### config.mk
export PLATFORM = sky130hd
export DESIGN_NAME = seq_detector_param
export DESIGN_NICKNAME = d
export VERILOG_FILES = /design/src/rtl/seq_detector_param.sv
export SDC_FILE = /design/constraint.sdc
export NUM_CORES = 1
export LEC_CHECK = 0
export CORE_MARGIN = 2
export CORE_UTILIZATION = 30
export CTS_CLUSTER_DIAMETER = 60
export DETAILED_ROUTE_END_ITERATION = 10
export PLACE_DENSITY_LB_ADDON = 0.15
export REMOVE_ABC_BUFFERS = 1
export SYNTH_ARGS = -nofsm -noshare
export SYNTH_HDL_FRONTEND = slang
export SYNTH_SLANG_ARGS = --single-unit
### constraint.sdc
create_clock -name clk -period 5.1 [get_ports clk]
set_clock_uncertainty 0.15 [all_clocks]
set_input_delay 1.53 -clock clk [delete_from_list [all_inputs] [get_ports clk]]
set_output_delay 1.53 -clock clk [all_outputs]
set_load 0.02 [all_outputs]
### src/rtl/seq_detector_param.sv
//------------------------------------------------------------------------------
// Module   : seq_detector_param
// Purpose  : Parametrised Moore serial pattern detector. Shifts valid-qualified
//            serial bits into a PAT_W-bit window and compares the window with
//            a run-time loadable pattern register. Supports overlapping and
//            non-overlapping detection, and keeps a saturating match counter.
// Ports    : clk         rising-edge clock
//            rst         synchronous reset, active-low
//            x           serial data bit
//            x_valid     x is sampled only when high
//            overlap     1 = overlapping matches, 0 = window restarts on match
//            pat_load    one-cycle strobe, loads pat_in (and pat_mask_in)
//            pat_in      new pattern
//            pat_mask_in new compare mask (only with SEQ_DET_MASK_EN)
//            cnt_clr     clears match_cnt
//            z           Moore match flag
//            seq         current shift window, newest bit at seq[0]
//            pat         active pattern register
//            match_cnt   saturating match count
// Options  : SEQ_DET_MASK_EN - adds a loadable compare mask (0 = don't-care).
// Revision : 1.0 - initial release
//------------------------------------------------------------------------------
`default_nettype none

module seq_detector_param #(
  parameter int               PAT_W     = 4,
  parameter int               CNT_W     = 8,
  parameter logic [PAT_W-1:0] PAT_RESET = 4'b1101
) (
  input  logic             clk,
  input  logic             rst,
  input  logic             x,
  input  logic             x_valid,
  input  logic             overlap,
  input  logic             pat_load,
  input  logic [PAT_W-1:0] pat_in,
`ifdef SEQ_DET_MASK_EN
  input  logic [PAT_W-1:0] pat_mask_in,
`endif
  input  logic             cnt_clr,
  output logic             z,
  output logic [PAT_W-1:0] seq,
  output logic [PAT_W-1:0] pat,
  output logic [CNT_W-1:0] match_cnt
);

  localparam int             FW        = $clog2(PAT_W + 1);
  localparam logic [FW-1:0]  FILL_LAST = FW'(PAT_W - 1);
  localparam logic [CNT_W-1:0] CNT_MAX = '1;

  typedef enum logic [1:0] {
    S_FILL  = 2'd0,
    S_HUNT  = 2'd1,
    S_MATCH = 2'd2
  } state_t;

  state_t           state_q, state_d;
  logic [PAT_W-1:0] seq_q, seq_d;
  logic [PAT_W-1:0] pat_q, pat_d;
  logic [FW-1:0]    fill_q, fill_d;
  logic [CNT_W-1:0] cnt_q, cnt_d;
  logic [PAT_W-1:0] shift_w;
  logic             hit_w;

  // Window as it would look after shifting in the current bit.
  assign shift_w = {seq_q[PAT_W-2:0], x};

`ifdef SEQ_DET_MASK_EN
  logic [PAT_W-1:0] mask_q, mask_d;
  assign hit_w = (((shift_w ^ pat_q) & mask_q) == '0);
`else
  assign hit_w = (shift_w == pat_q);
`endif

  always_comb begin
    state_d = state_q;
    seq_d   = seq_q;
    fill_d  = fill_q;
    pat_d   = pat_q;
    cnt_d   = cnt_q;
`ifdef SEQ_DET_MASK_EN
    mask_d  = mask_q;
`endif
    if (pat_load) begin
      // A load restarts detection; any x on this edge is discarded.
      pat_d   = pat_in;
      seq_d   = '0;
      fill_d  = '0;
      state_d = S_FILL;
`ifdef SEQ_DET_MASK_EN
      mask_d  = pat_mask_in;
`endif
    end else begin
      case (state_q)
        S_FILL: begin
          if (x_valid) begin
            seq_d  = shift_w;
            fill_d = fill_q + FW'(1);
            if (fill_q == FILL_LAST) begin
              state_d = hit_w ? S_MATCH : S_HUNT;
            end
          end
        end
        S_HUNT: begin
          if (x_valid) begin
            seq_d = shift_w;
            if (hit_w) begin
              state_d = S_MATCH;
            end
          end
        end
        S_MATCH: begin
          if (overlap) begin
            state_d = S_HUNT;
            if (x_valid) begin
              seq_d = shift_w;
              if (hit_w) begin
                state_d = S_MATCH;
              end
            end
          end else begin
            // Non-overlap: the bit on this edge starts a fresh window.
            state_d = S_FILL;
            seq_d   = x_valid ? {{(PAT_W-1){1'b0}}, x} : '0;
            fill_d  = x_valid ? FW'(1) : '0;
          end
        end
        default: begin
          state_d = S_FILL;
          seq_d   = '0;
          fill_d  = '0;
        end
      endcase
    end

    // Entering MATCH without a load is always a fresh (re-)match.
    if (cnt_clr) begin
      cnt_d = '0;
    end else if (!pat_load && (state_d == S_MATCH) && (cnt_q != CNT_MAX)) begin
      cnt_d = cnt_q + 1'b1;
    end
  end

  always_ff @(posedge clk) begin
    if (!rst) begin
      state_q <= S_FILL;
      seq_q   <= '0;
      fill_q  <= '0;
      pat_q   <= PAT_RESET;
      cnt_q   <= '0;
`ifdef SEQ_DET_MASK_EN
      mask_q  <= '1;
`endif
    end else begin
      state_q <= state_d;
      seq_q   <= seq_d;
      fill_q  <= fill_d;
      pat_q   <= pat_d;
      cnt_q   <= cnt_d;
`ifdef SEQ_DET_MASK_EN
      mask_q  <= mask_d;
`endif
    end
  end

  assign z         = (state_q == S_MATCH);
  assign seq       = seq_q;
  assign pat       = pat_q;
  assign match_cnt = cnt_q;

endmodule

`default_nettype wire

==> summary.txt <==
Outcome
  – Run status: finished clean

CTS
  – Number of gates resized after CTS: 0
  – Depth of the CTS H-tree: 1
  – Clock transition at path regs: 0.13 ns
  – CTS buffer count: 3
  – CTS tree: done
  – CTS Buffer Depth: 2
  – Clock Sinks: 21
  – Hold_buf cts: 0
  – Post-CTS setup buffer count: 0
  – Clk root buf: clkbuf_4
  – Worst skew pair latency: 0.31 ns

Detailed routing
  – Via/cell ratio: 4.902
  – WL per Instance: 12.72 um
  – Post-Route WL: 2.468 mm
  – # DRC: 0
  – Detailed Routing Iterations Pass 1: 6
  – Routed vias: 951
  – DR iter-0 viols: 64
  – Detail Route Antenna Nets: 0

Layout
  – Share of layout cells above drive strength 1: 0.03378
  – Area Growth Syn to Fin: 30.54%
  – Final Non-Filler Cells: 194
  – Fillers: 375
  – N_diodes: 0
  – Area occupied by registers: 420.4 um^2
  – Design area: 0.001385 mm^2
  – Area of the multi-input gates: 591.8 um^2
  – Fin nets: 163

Logic synthesis
  – Number of flops mapped to enable cells by yosys: 0
  – Yosys cell types: 35
  – Seq/Total Area, Yosys: 0.3962
  – Combinational family with the most area after synthesis: simple AND/OR/NAND/NOR gates
  – Simple-Gate Fraction of Synth Area: 0.2594
  – Synth top cells by count: dfxtp_1 (21), a21oi_1 (11), nor2_1 (11), nand2_1 (10), mux2i_1 (7)
  – Adder-cell area share of the yosys netlist: 0.03538
  – Top_reg_cell synth: dfxtp_1
  – Synth Area in Compound Gates: 0.1639
  – Ys async rst share: 0
  – Post-Synthesis Cell Area: 0.001061 mm^2
  – Synth warn: 0
  – Post-Synth XOR/XNOR Area: 0.03302
  – Largest cells by area after synthesis: dfxtp_1 (40%), mux2i_1 (6.6%), a21oi_1 (5.2%)
  – Area share of the largest cell type after synthesis: 0.3962
  – #FFs+latches synth: 21
  – Proportion of synthesized area in mux cells: 0.06604
  – Avg Inst Size Synth: 8.697 um^2
  – Cell with the most instances after synthesis: dfxtp_1
  – Cell accounting for the most synthesized area: dfxtp_1
  – Post-synthesis instance total: 122

Setup path
  – WP buf/inv: 1
  – Crit path largest cell delay: 0.74 ns
  – Critical-path top delay cell: clkdlybuf4s50_1
  – CP Cell Sequence: clkdlybuf4s50_1 > a211oi_1 > a21o_1 > or4_4 > or4_1 > a21oi_1
  – Delay-heaviest family, CP: simple AND/OR/NAND/NOR gates
  – Startpoint Class: input port
  – Crit-path max FO: 14
  – CP endpoint kind: flip-flop
  – Crit Path Category: input port to flip-flop
  – Worst r2r src: fill_q[1]$_SDFFE_PP0P_
  – CP arrival: 3.94 ns
  – Worst EP required: 5.20 ns
  – Worst Setup SP: x_valid

Placed design
  – Port Buffer Count: 27
  – Cell Area, Placed: 0.001359 mm^2
  – Place WS: 0.9300 ns
  – Cell count after placement: 190
  – Final GP Congestion: 0.7350
  – HPWL after DPL: 1.860 mm

Die
  – Initial Utilization: 0.3155
  – Ports: 28
  – Die ar.: 0.004028 mm^2
  – Row cnt: 21
  – Core Region: 0.003363 mm^2
  – Die W: 63.47 um
  – Die Ht: 63.47 um

STA
  – Worst-margin pin slew: 0.4669 ns
  – Crit path time final: 3.836 ns
  – Headroom to the max-slew limit: 0.6876
  – Final hold vios: 0
  – Period utilization: 0.7521
  – Fin. max-slew vios: 0
  – Max Clk Rate: 0.2607 GHz
  – Total negative setup slack: 0 ns
  – # setup viols final: 0
  – RSZ-0062 raised after global routing: false
  – WHS: 0.3572 ns
  – Fin worst setup slack: 1.264 ns

Global routing
  – Global-route wire length before repair: 4.264 mm
  – Vias in the first global route: 935
  – All-layer global routing usage: 0.1343
  – Initial antenna violation count: 0
  – Largest net degree at the start of global routing: 15
  – Total gr overflow: 0

Power
  – Int Pwr: 0.2152 mW
  – Clock power share: 0.293
  – Logic pwr share: 0.116
  – Leakage: 0.4731 nW
  – Cell Pwr Density: 207.2 mW/mm^2
  – Sw Share: 0.2504
  – Worst IR Drop VDD: 0.07726 mV
  – Sequential share of power: 0.591
  – Switching pwr: 0.07186 mW

Worst hold path
  – Class of the worst hold path: flip-flop to flip-flop
  – Worst hold start: fill_q[2]$_SDFFE_PP0P_

Run
  – Max cap viols: 0
==> power groups by stage <==
stage                     Clock, mW  Sequential, mW  Combinational, mW
final                        0.0840           0.170             0.0333
after global routing         0.0932           0.170             0.0362
after CTS                    0.0856           0.170             0.0336
after detailed placement          0           0.173             0.0335
after global placement            0           0.173             0.0331
after floorplan                   0           0.176             0.0124
==> metrics by stage <==
step | total power, mW | utilization
final | 0.2870 | 0.4118
after global routing | 0.2995 | 0.4118
after CTS | 0.2890 | 0.4118
after detailed placement | 0.2070 | 0.4040
after global placement | 0.2065 | 0.4040
after floorplan | 0.1881 | -
==> cell usage in the layout, fill, tap and decap left out, drive strengths merged <==
cell type and n:
xnor2 4, o21ai 3, a21oi 11, and2 1, nand3b 1, and4 1, nand2b 4, o41ai 1
nand3 4, inv 5, clkbuf 4, a22o 1, or4 5, nor3 2, nand4 1, o32a 1
o31ai 4, a21o 2, o211a 1, a31oi 1, nor2 11, nor2b 4, nor4 2, a211oi 1
mux2i 7, o211ai 1, ha 3, nor3b 1, or3 3, nand2 10, clkdlybuf4s50 27, dfxtp 21
==> final cells by class <==
cell class,count,area share
clock buffer,4,0.01897
multi-input combinational,91,0.4273
sequential,21,0.3035
tap,46,0.04155
timing repair buffer,27,0.1951
inverter,5,0.01355
==> tightest hold or removal path: cells and delay by family (launching register included) <==
kind               cells  cell delay [ns]
DFF                    1             0.35
and+or+nand+nor        1             0.07
AOI/OAI and AO/OA      1             0.06
==> flip-flops by register name, summed over array words and instances, names as in the netlist <==
signal	cells
seq	4
match_cnt	8
fill_q	3
state_q	2
pat	4
==> logic make-up (layout without fill, tap and decap cells) <==
group,Yosys count,in the layout
adders and majority gates,3,3
buffers and inverters,10,36
and+or+nand+nor,50,50
DFF,21,21
muxes,7,7
AOI/OAI and AO/OA,27,27
xor gates and xnor gates,4,4
==> path summary, 6_finish.rpt <==
kind / end / slack [ns] / cells after the start
worst min register to register: fill_q[2]$_SDFFE_PP0P_ / 0.36 / 2
worst max register to register: match_cnt[3]$_SDFFE_PP0P_ / 2.60 / 7
worst min-delay path: fill_q[2]$_SDFFE_PP0P_ / 0.36 / 2
worst max-delay path: match_cnt[3]$_SDFFE_PP0P_ / 1.26 / 6
==> routing by layer <==
| metal | global-route usage | up-vias | routed length, um |
|---|---|---|---|
| li1 | - | 490 | - |
| met1 | 0.1766 | 442 | 1201 |
| met2 | 0.2105 | 13 | 1137 |
| met3 | 0.02679 | 6 | 87 |
| met4 | 0.06250 | 0 | 42 |
| met5 | 0 | - | 0 |
Note: power is estimated with default switching activity, not from simulation.
